===== src/rtl/shared_adder_arbiter.sv =====
// shared_adder_arbiter: round-robin sharing of one DATA_LEN-bit adder between
// NUM_REQ valid/ready requesters, with a one-entry tagged result register.
// Optional build macro: SHARED_ADDER_CARRY_OUT_EN adds a registered resp_cout
// output carrying bit DATA_LEN of the full-width sum.

// Per-requester ready decode: a lane is ready only when it is the winner
// and the result register can take a new sum.
module shared_adder_arbiter_lane #(
    parameter int ID_W = 2,
    parameter int LANE = 0
) (
    input  logic            gnt_en,
    input  logic [ID_W-1:0] gnt_idx,
    output logic            ready
);
    assign ready = gnt_en && (gnt_idx == ID_W'(LANE));
endmodule

module shared_adder_arbiter #(
    parameter  int DATA_LEN = 32,
    parameter  int NUM_REQ  = 4,
    localparam int ID_W     = $clog2(NUM_REQ)
) (
    input  logic                        clk,
    input  logic                        rst,
    input  logic [NUM_REQ-1:0]          req_valid,
    output logic [NUM_REQ-1:0]          req_ready,
    input  logic [NUM_REQ*DATA_LEN-1:0] req_op_a,
    input  logic [NUM_REQ*DATA_LEN-1:0] req_op_b,
    output logic                        resp_valid,
    input  logic                        resp_ready,
    output logic [DATA_LEN-1:0]         resp_sum,
`ifdef SHARED_ADDER_CARRY_OUT_EN
    output logic                        resp_cout,
`endif
    output logic [ID_W-1:0]             resp_id
);

    // Same bit layout as the flat buses, viewed per requester.
    logic [NUM_REQ-1:0][DATA_LEN-1:0] op_a;
    logic [NUM_REQ-1:0][DATA_LEN-1:0] op_b;
    assign op_a = req_op_a;
    assign op_b = req_op_b;

    logic [ID_W-1:0] ptr;
    logic [ID_W-1:0] gnt_idx;
    logic            any_valid;
    logic            can_accept;
    logic            gnt_en;

    assign any_valid  = |req_valid;
    // Pass-through: a new sum may load while the old one is being consumed.
    assign can_accept = !resp_valid || resp_ready;
    // Ready is forced low during reset so nothing is consumed on that edge.
    assign gnt_en     = any_valid && can_accept && !rst;

    // Round-robin search from ptr+1 upward with wrap; scanning the offsets
    // from farthest to nearest lets the nearest valid requester win last.
    always_comb begin
        gnt_idx = ptr;
        for (int k = NUM_REQ; k >= 1; k--) begin
            if (req_valid[(int'(ptr) + k) % NUM_REQ])
                gnt_idx = ID_W'((int'(ptr) + k) % NUM_REQ);
        end
    end

    genvar gi;
    generate
        for (gi = 0; gi < NUM_REQ; gi++) begin : g_lane
            shared_adder_arbiter_lane #(.ID_W(ID_W), .LANE(gi)) u_lane (
                .gnt_en  (gnt_en),
                .gnt_idx (gnt_idx),
                .ready   (req_ready[gi])
            );
        end
    endgenerate

`ifdef SHARED_ADDER_CARRY_OUT_EN
    logic [DATA_LEN:0] sum_full;
    assign sum_full = {1'b0, op_a[gnt_idx]} + {1'b0, op_b[gnt_idx]};

    // Carry-out register tracks the sum register exactly.
    always_ff @(posedge clk) begin
        if (rst)
            resp_cout <= 1'b0;
        else if (gnt_en)
            resp_cout <= sum_full[DATA_LEN];
    end
`else
    logic [DATA_LEN-1:0] sum_full;
    assign sum_full = op_a[gnt_idx] + op_b[gnt_idx];
`endif

    // Result register and last-grant pointer; reset parks ptr so requester 0
    // is searched first.
    always_ff @(posedge clk) begin
        if (rst) begin
            resp_valid <= 1'b0;
            resp_sum   <= '0;
            resp_id    <= '0;
            ptr        <= ID_W'(NUM_REQ - 1);
        end else if (gnt_en) begin
            resp_valid <= 1'b1;
            resp_sum   <= sum_full[DATA_LEN-1:0];
            resp_id    <= gnt_idx;
            ptr        <= gnt_idx;
        end else if (resp_ready) begin
            resp_valid <= 1'b0;
        end
    end

endmodule


===== config.mk =====
export PLATFORM = sky130hd
export DESIGN_NAME = shared_adder_arbiter
export DESIGN_NICKNAME = d
export VERILOG_FILES = /design/src/rtl/shared_adder_arbiter.sv
export SDC_FILE = /design/constraint.sdc
export NUM_CORES = 1
export LEC_CHECK = 0
export BUFFER_PORTS_ARGS = -buffer_cell sky130_fd_sc_hd__buf_2
export CELL_PAD_IN_SITES_DETAIL_PLACEMENT = 2
export CELL_PAD_IN_SITES_GLOBAL_PLACEMENT = 2
export CORE_MARGIN = 5
export CORE_UTILIZATION = 25
export DETAILED_ROUTE_END_ITERATION = 8
export PLACE_DENSITY_LB_ADDON = 0.1
export SLEW_MARGIN = 30
export SYNTH_ARGS = -nofsm -noshare
export SYNTH_HDL_FRONTEND = slang
export SYNTH_HIERARCHICAL = 1
export SYNTH_SLANG_ARGS = --single-unit

===== constraint.sdc =====
create_clock -name clk -period 7.9 [get_ports clk]
set_input_delay 1.58 -clock clk [delete_from_list [all_inputs] [get_ports clk]]
set_output_delay 1.58 -clock clk [all_outputs]
set_load 0.01 [all_outputs]

Word-level counts from Yosys, hierarchy flattened
Index checks and enable logic that the tools add are counted.

operators by class
  shift-type cells = 0
  reductions and logical operators = 16
  multipliers = 0
  magnitude comparators = 5
  divide/modulo/power cells = 0
  add/subtract/negate cells = 5
  bitwise logic cells = 4
  equality and inequality tests = 3
  mux-type cells = 22

operators with widths
  kind                                                 number
  binary-select mux 32 bit (select 2 bit)              2
  2-to-1 mux 32 bit                                    2
  adder 32 bit                                         1
  < comparator 3 x 4 -> 1 bit, second input constant   4
  2-to-1 mux 1 bit                                     10
  binary-select mux 1 bit (select 2 bit)               4
  2-to-1 mux 2 bit                                     4
  OR reduction 2 bit                                   4
  logical AND 1 bit                                    6
  adder 2 x 1 -> 2 bit, second input constant          2
  adder 2 bit, second input constant                   2
  bitwise AND 1 bit, first input constant              4
  equality test 2 bit, second input constant           2
  OR reduction 4 bit                                   1
  < comparator 2 x 3 -> 1 bit, second input constant   1
  equality test 2 x 1 -> 1 bit, second input constant  1
  logical NOT 1 bit                                    2
  logical NOT 2 bit                                    1
  nonzero test 2 bit                                   1
  logical OR 1 bit                                     1

storage, ports and cells
  memory bits (read-only) = 0
  memories = 0
  logic and storage cells = 59
  latch bits = 0
  output and inout bits = 39
  flip-flop bits (word level) = 37
  bits in writable memories = 0
  bits of input ports = 263

Logic depth before layout (Yosys ltp)
Gate-level depths: netlist of the first run.

  word-level depth = 13
  depth in mapped cells = 17
  mapped depth without buffers = 15

Cells and area by module
Netlist of the first run, hierarchy kept.

modules (own cells, without submodules)
  module                                            area each (µm²)  times used  sequential area each (µm²)  cells each
  shared_adder_arbiter                              4538.1           1           740.7                       492
  shared_adder_arbiter_lane (g_lane[1].u_lane ...)  8.8              2           0.0                         1
  shared_adder_arbiter_lane (g_lane[0].u_lane)      12.5             1           0.0                         1
  shared_adder_arbiter_lane (g_lane[3].u_lane)      6.3              1           0.0                         1

Least setup slack after synthesis of the first run
OpenSTA, ideal clock, no wires.

  path kind = input to register
  from = input port req_valid[3]
  to = register resp_sum[20]
  setup time = 0.129 ns
  path slack = 2.897 ns
  cell stages on the path = 15
  buffers on the path = 1
  data arrival time = 4.874 ns
  cells stage by stage = nand2b_1 o21ai_1 a221oi_4 buf_2 mux4_2 ha_1 fa_1 a211oi_1 o21ai_0 a21oi_1 a21oi_1 o21a_1 a21oi_1 xor2_1 o21ai_0

on the way
  cells in the longest elaborated chain, start to end = 10
  elaborated cells between the ends (all ways) = 24

ends and longest elaborated chain
  item                                                  RTL line  text
  start: declaration                                    26        input logic [NUM_REQ-1:0] req_valid,
  binary-select mux 1 bit (select 2 bit)                62        if (req_valid[(int'(ptr) + k) % NUM_REQ])
  2-to-1 mux 1 bit (implied by the code) (2 in series)  62
  2-to-1 mux 2 bit (4 in series)                        62
  binary-select mux 32 bit (select 2 bit)               91        assign sum_full = op_a[gnt_idx] + op_b[gnt_idx];
  2-to-1 mux 32 bit (implied by the code)               91
  adder 32 bit                                          91
  end signal: assignment                                104       resp_sum <= sum_full[DATA_LEN-1:0];
  end: declaration                                      32        output logic [DATA_LEN-1:0] resp_sum,

Several ways; a longest one is shown, not always the timed one. The select of a mux whose other input is x is not followed.
A chain may end at the register's enable or synchronous reset.

Final worst setup path of the first run
Ends and elaborated chain as after synthesis.

==> results of run 1 <==
[registers in the layout (all words and copies together) (netlist names)]
register	flops
ptr	2
resp_id	2
resp_sum	32
resp_valid	1
[cells in the final DEF, fill, tap and decap left out, types with 5 or more instances in the layout]
cell,netlist,layout
clkbuf_16,0,5
a31oi_1,5,5
and3_1,6,6
nand3_1,8,8
nand4_1,7,7
o21ai_1,7,7
xnor2_1,20,20
ha_1,31,31
buf_2,8,301
nor2b_1,7,7
nand2_1,67,67
mux4_2,62,62
a21oi_1,53,51
xor2_1,11,11
a21o_1,13,13
inv_1,8,8
nor2_1,38,38
nand2b_1,5,5
a211oi_1,12,12
o21ai_0,29,29
dfxtp_1,37,37
[worst min path at each step]
stage,cells past startpoint,slack [ns],startpoint,endpoint
final,2,0.45,resp_sum[27]$_SDFFE_PP0P_,resp_sum[27]$_SDFFE_PP0P_
after global placement,2,0.44,resp_sum[8]$_SDFFE_PP0P_,resp_sum[8]$_SDFFE_PP0P_
after floorplan,2,0.47,resp_sum[25]$_SDFFE_PP0P_,resp_sum[25]$_SDFFE_PP0P_
after global routing,2,0.48,resp_sum[15]$_SDFFE_PP0P_,resp_sum[15]$_SDFFE_PP0P_
after CTS,2,0.46,resp_sum[27]$_SDFFE_PP0P_,resp_sum[27]$_SDFFE_PP0P_
after detailed placement,2,0.45,resp_sum[27]$_SDFFE_PP0P_,resp_sum[27]$_SDFFE_PP0P_
[layout make-up]
| type | instances | area share |
|---|---|---|
| clock buffers | 6 | 0.0215 |
| clock inverters | 2 | 0.00582 |
| inverters | 8 | 0.00465 |
| multi-input cells | 420 | 0.569 |
| flip-flops and latches | 37 | 0.115 |
| well taps | 229 | 0.0444 |
| repair buffers | 305 | 0.240 |
[cells by family after synthesis]
logic type                 count (synthesis)  synth area share
and+or+nand+nor                          154             0.156
AOI/OAI and AO/OA                        140             0.188
muxes                                     63             0.307
buffers and inverters                     39            0.0386
DFF                                       37             0.162
adders and majority gates                 32            0.0892
xor gates and xnor gates                  31            0.0594
[power by group]
part | switching, uW | total, uW | leakage [uW] | internal [uW]
sequential | 44.2 | 301 | 0.000307 | 257
combinational | 676 | 1190 | 0.00266 | 511
clock | 81.1 | 239 | 0.0000831 | 157
total | 802 | 1730 | 0.00306 | 925
[metrics by stage]
stage | total power (uW) | worst slack (ns) | area [um^2]
3_3_place_gp | 1460 | 2.17 | 6280
4_1_cts | 1750 | 2.30 | 6450
3_5_place_dp | 1500 | 2.00 | 6280
2_1_floorplan | 1080 | 2.90 | 4570
6_report | 1730 | 2.41 | 6450
5_1_grt | 1870 | 2.06 | 6450
[worst max-delay path, delay by kind of cell]
family / cells / cell delay, ns
compound gates: 9 / 2.11
xor+xnor: 1 / 0.16
fa+ha+maj: 2 / 0.67
buf+inv: 2 / 0.47
mux: 1 / 0.54
simple gates: 1 / 0.09
[per-layer routing]
layer  global-route usage  part of all wire  wire length [um]  vias up
met5                    0                 0                 0        -
met4               0.0392             0.013               263        0
met3               0.0271             0.043               885       18
met2                0.336              0.51             10600      143
met1                0.247              0.44              9070     2556
li1                     -                 -                 -     2461
==> results_dict.tcl, run 1 <==
set metrics [dict create \
    run_status "finished, final reports clean" \
    critical_path.cell_chain "buf_2 > nand2b_1 > o21ai_1 > a221oi_4 > buf_12 > mux4_2 > ha_1 > fa_1 > a211oi_1 > o21ai_0 > a21oi_1 > a21oi_1 > o21a_1 > a21oi_1 > xor2_1 > o21ai_0" \
    detail_route.iter0.violations 168 \
    cellPowerDensity_mw_per_mm2 268 \
    rd_place_congestion 0.821 \
    postSynth.asyncResetShare 0 \
    reg2reg_end "resp_sum[20]$_SDFFE_PP0P_" \
    final_clock_period_utilization_by_the_worst_path 0.695 \
    final_util 0.359 \
    grt_remaining_overflow 0 \
    synthFlopType "dfxtp_1" \
    max-clock-path-buffers 2 \
    final_layout_size_suffix_gt1_frac 0.497 \
    timing.final.crit_period_ns 5.49 \
    post_route_hold_slack_ns 0.455 \
    design.core.area_mm2 0.0180 \
    leakage_uw 0.00306 \
    synth_enable_flop_cells 0 \
    critical-path-top-cell-by-count "a21oi_1" \
    wl_per_cell_um 20.7 \
    ff_latch_area_um2 741 \
    worstSetupEndpointType "register" \
    synth_top_cells_by_area "mux4_2 31%, dfxtp_1 16%, ha_1 8.5%" \
    die_h_um 145 \
    synth-warning-count 6 \
    max-cap-violations 0 \
    synth.largest_area_cell "mux4_2" \
    tritoncts "done" \
    layout.filler_cells 2084 \
    drt-vias-per-instance 5.14 \
    finish.cell_count_without_fillers 1007 \
    setup_clock_skew_after_layout_ns 0.00558 \
    first_global_vias 5934 \
    dp_hpwl_mm 18.3 \
    setup-violations-final 0 \
    multi_input_comb_area_mm2 0.00367 \
    grt_first_pass_wirelength_mm 32.8 \
    via_count 5178 \
    wl_mm 20.8 \
    netlist-cell-type-count 52 \
    timing.critical_path.from "req_valid[3]" \
    place.detailed.instances 999 \
    cpPeakStageDelay_ns 0.63 \
    synth_top_area_frac 0.305 \
    mappedNetlistArea_mm2 0.00457 \
    io_pins 302 \
    dr_pass1_iterations 4 \
    cts-htree-levels 2 \
    worstSkewPairLatency_ns 0.29 \
    ff2ff_setup_slack_ns 3.31 \
    floorplan.initialDensity 0.255 \
    all_layer_global_routing_usage 0.190 \
    diodes 0 \
    synth.most_common_cell "nand2_1" \
    critPathSlowestCell "a221oi_4" \
    cts_made_buffers 5 \
    antenna_found_initial 0 \
    r2r_cell_count 15 \
    postRouteAntennaNets 0 \
    clk_transition_reported_paths_ns 0.06 \
    design.final.nets 1072 \
    critPathKind "in2reg" \
    critical_path.reg2reg.startpoint "ptr[0]$_SDFFE_PP1P_" \
    hold_viol 0 \
    worstSetupStartpointType "input port" \
    ctsHoldBuffers 0 \
    library_cell_used_as_clock_root_buffer "clkbuf_16" \
    fp.dieArea_mm2 0.0211 \
    yosysSeqAreaShare 0.162 \
    max_clock_freq_mhz 182 \
    timing.max_slew.rel_slack 0.395 \
    rsz0062_at_grt "no" \
    avgSynthCellArea_um2 9.22 \
    numPortBuffers 301 \
    synth_commonest_cells "67 x nand2_1, 62 x mux4_2, 53 x a21oi_1" \
    yosys_register_bits 37 \
    postSynthCellCount 496 \
    cp_data_required_time_ns 8.05 \
    sinks_on_clock_net 37 \
    critical_path.endpoint "resp_sum[20]$_SDFFE_PP0P_" \
    die-width_um 145 \
    post-cts-setup-buffers 0 \
    area_growth_syn_to_layout_pct 41.1 \
    hp-class "reg2reg" \
    post_cts_resize_count 0 \
    grt_start_max_net_pins 68 \
    tightestPinTransition_ns 0.908 \
    postSynthNetCount 791 \
    worstPathMaxFanout 38 \
    cp.arrival_ns 5.64 \
    timing_max_transition_violations_final 0 \
    vdd.ir_drop.worst_mv 0.190 \
    fin_setup_tns_ns 0 \
    rows 49 \
    remaining_drc_errors 0 \
]
Power figures use the tool's default switching activity.
==> inputs of run 2 (changes only) <==
--- a/config.mk
+++ b/config.mk
@@ -5,11 +5,12 @@
 export SDC_FILE = /design/constraint.sdc
 export NUM_CORES = 1
 export LEC_CHECK = 0
+export ABC_AREA = 1
 export BUFFER_PORTS_ARGS = -buffer_cell sky130_fd_sc_hd__buf_2
 export CELL_PAD_IN_SITES_DETAIL_PLACEMENT = 2
 export CELL_PAD_IN_SITES_GLOBAL_PLACEMENT = 2
 export CORE_MARGIN = 5
-export CORE_UTILIZATION = 25
+export CORE_UTILIZATION = 21
 export DETAILED_ROUTE_END_ITERATION = 8
 export PLACE_DENSITY_LB_ADDON = 0.1
 export SLEW_MARGIN = 30
==> constraint.sdc (replaced) <==
create_clock -name clk -period 4.82 [get_ports clk]
set_input_delay 0.964 -clock clk [delete_from_list [all_inputs] [get_ports clk]]
set_output_delay 0.964 -clock clk [all_outputs]
set_load 0.01 [all_outputs]
==> run 2 against run 1 <==
Net effect:
- clock skew fell by 0.0018 ns
- area after synthesis rose by 28%
- synthesized cell count rose by 88%
- die area rose by 48%
- count of clock-buffer cells in the layout did not move
- first-iteration DRC count rose by 25%
- non-clock buffer count rose by 21
- cell area rose by 23%
- critical endpoint is now resp_sum[18]$_SDFFE_PP0P_
- worst hold slack improved by 0.011 ns
- cell count rose by 59%
==> results_dict.tcl, run 2 <==
set metrics [dict create \
    run_status "finished, final reports clean" \
    layout_commonest_cell "buf_2" \
    postSynthCellCount 932 \
    tightestPinTransition_ns 0.815 \
    worstSetupEndpointType "register" \
    post_cts_resize_count 0 \
    cts_made_buffers 5 \
    wl_mm 30.1 \
    timing_max_transition_violations_final 0 \
    library_cell_used_as_clock_root_buffer "clkbuf_16" \
    hold_viol 0 \
    synth_enable_flop_cells 0 \
    grt_first_pass_wirelength_mm 46.3 \
    cts-htree-levels 2 \
    critical_path.endpoint "resp_sum[18]$_SDFFE_PP0P_" \
    grt_remaining_overflow 0 \
    detail_route.iter0.violations 210 \
    place.detailed.instances 1587 \
    reg2reg_end "resp_sum[18]$_SDFFE_PP0P_" \
    final_layout_size_suffix_gt1_frac 0.362 \
    clk_transition_reported_paths_ns 0.06 \
    design.final.nets 1511 \
    post-cts-setup-buffers 0 \
    synth.most_common_cell "nand2_1" \
    synth_top_cells_by_area "dfxtp_1 13%, nand2_1 11%, o22ai_2 8.5%" \
    max-cap-violations 0 \
    synth.largest_area_cell "dfxtp_1" \
    setup-violations-final 0 \
    fin_setup_tns_ns 0 \
    rows 61 \
    wl_per_cell_um 18.9 \
    post-place-ws_ns 0.156 \
    via_count 7498 \
    postSynthNetCount 1227 \
    critical_path.reg2reg.startpoint "ptr[0]$_SDFFE_PP1P_" \
    max-clock-path-buffers 2 \
    synth_top_area_frac 0.126 \
    cp_data_required_time_ns 5.01 \
    postSynth.asyncResetShare 0 \
    all_layer_global_routing_usage 0.187 \
    worstSetupStartpointType "input port" \
    globalRouteMet2Util 0.337 \
    setup_clock_skew_after_layout_ns 0.00378 \
    timing.critical_path.from "req_valid[3]" \
    die_h_um 177 \
    timing.max_slew.rel_slack 0.456 \
    area_growth_syn_to_layout_pct 35.4 \
    critPathKind "in2reg" \
    die-width_um 177 \
    synthFlopType "dfxtp_1" \
    sinks_on_clock_net 37 \
    fp.dieArea_mm2 0.0313 \
    max_clock_freq_mhz 231 \
    first_global_vias 8289 \
    post-route-worst-setup-slack_ns 0.495 \
    remaining_drc_errors 0 \
    ctsHoldBuffers 0 \
    worstPathMaxFanout 53 \
    post_route_hold_slack_ns 0.466 \
    finish.cell_count_without_fillers 1597 \
    final_clock_period_utilization_by_the_worst_path 0.897 \
    met1_use_gr 0.229 \
    dp_hpwl_mm 25.6 \
    flip_flop_count_of_the_largest_register_all_copies_and_words_added 32 \
    yosysSeqAreaShare 0.126 \
    tritoncts "done" \
    avgSynthCellArea_um2 6.28 \
    netlist-cell-type-count 40 \
    rd_place_congestion 0.878 \
    antenna_found_initial 6 \
    drt-vias-per-instance 4.70 \
    worstSkewPairLatency_ns 0.29 \
    floorplan.initialDensity 0.212 \
    io_pins 302 \
    rsz0062_at_grt "no" \
    r2r_cell_count 25 \
    biggestRegsByFlops "resp_sum: 32 flops, ptr: 2 flops, resp_id: 2 flops" \
    postRouteAntennaNets 0 \
    top_usage_layer "met2" \
    cp.arrival_ns 4.52 \
    min-delay-start "resp_id[0]$_SDFFE_PP0P_" \
    grt_start_max_net_pins 64 \
    hp-class "reg2reg" \
    timing.final.crit_period_ns 4.32 \
    layout_common_cells "301 x buf_2, 178 x nand2_1, 131 x nor2_1, 99 x o21ai_0, 68 x o21ai_1" \
    design.core.area_mm2 0.0276 \
    ff2ff_setup_slack_ns 0.63 \
    dr_pass1_iterations 4 \
    mappedNetlistArea_mm2 0.00586 \
    yosys_register_bits 37 \
    max_flop_register "resp_sum" \
    synth-warning-count 6 \
    grt_util_met3 0.0399 \
    synth_commonest_cells "178 x nand2_1, 131 x nor2_1, 99 x o21ai_0" \
    numPortBuffers 301 \
]
## run 2: cell types whose count changed in the layout (fill, tap and decap cells not counted), moves of 41 or more
cell / delta
nor2_1: +93
nor2_4: +41
o21ai_1: +61
nand2_1: +111
inv_1: +56
o21ai_0: +70
mux4_2: -62
nand3_1: +41
## run 2: routing by layer
layer	vias up	wire length, um	part of all wire
li1	3734	-	-
met1	3535	12900	0.43
met2	203	14800	0.49
met3	22	2030	0.067
met4	4	399	0.013
met5	-	21	0.00070
## run 2: kinds of logic (layout without fill, tap and decap cells)
| group | count (synthesis) | in the layout | synth area share |
|---|---|---|---|
| buffers and inverters | 120 | 404 | 0.103 |
| other | 0 | 3 | 0 |
| AOI/OAI and AO/OA | 287 | 287 | 0.307 |
| adders and majority gates | 32 | 32 | 0.0696 |
| xor gates and xnor gates | 16 | 16 | 0.0239 |
| and+or+nand+nor | 440 | 440 | 0.370 |
| DFF | 37 | 37 | 0.126 |
## run 2: critical path: stages
cell and delay [ns]:
buf_2 0.11, nand2_1 0.08, nand2_1 0.07, nand2_1 0.11, nand2_2 0.08, inv_4 0.08
nand2_4 0.06, nand2_4 0.09, nand2_8 0.13, buf_12 0.21, o21ai_0 0.23, o22ai_1 0.12
ha_1 0.24, fa_1 0.42, nand3_1 0.10, nand3_1 0.15, a21oi_1 0.38, o21ai_0 0.28
nand2_1 0.12, nand2_1 0.07, xnor2_1 0.18, nand2_1 0.09, nand2_1 0.07, inv_1 0.04
## run 2: final cells by class
class,instances,area [um^2]
antenna,3,7.51
clock buffer,6,139
clock inverter,1,7.51
fill,3478,19700
inverter,71,274
multi-input combinational,775,4520
sequential,37,741
tap,378,473
timing repair buffer,326,1770
## run 2: worst min-delay path by stage
stage | depth (start not counted) | to | slack [ns]
2_1_floorplan | 2 | resp_id[0]$_SDFFE_PP0P_ | 0.48
3_3_place_gp | 2 | resp_id[0]$_SDFFE_PP0P_ | 0.45
3_5_place_dp | 2 | resp_id[0]$_SDFFE_PP0P_ | 0.46
4_1_cts | 2 | resp_id[0]$_SDFFE_PP0P_ | 0.47
5_1_grt | 2 | resp_sum[11]$_SDFFE_PP0P_ | 0.49
6_report | 2 | resp_id[0]$_SDFFE_PP0P_ | 0.47
## run 2: stage by stage
step	cell area (um^2)	util
2_1_floorplan	5860	-
3_3_place_gp	7780	0.281
3_5_place_dp	7780	0.281
4_1_cts	7920	0.287
5_1_grt	7930	0.287
6_report	7930	0.287
Power of run 2 is not shown: default switching activity piles up to over one toggle a cycle in this logic, so the estimate is an artifact.
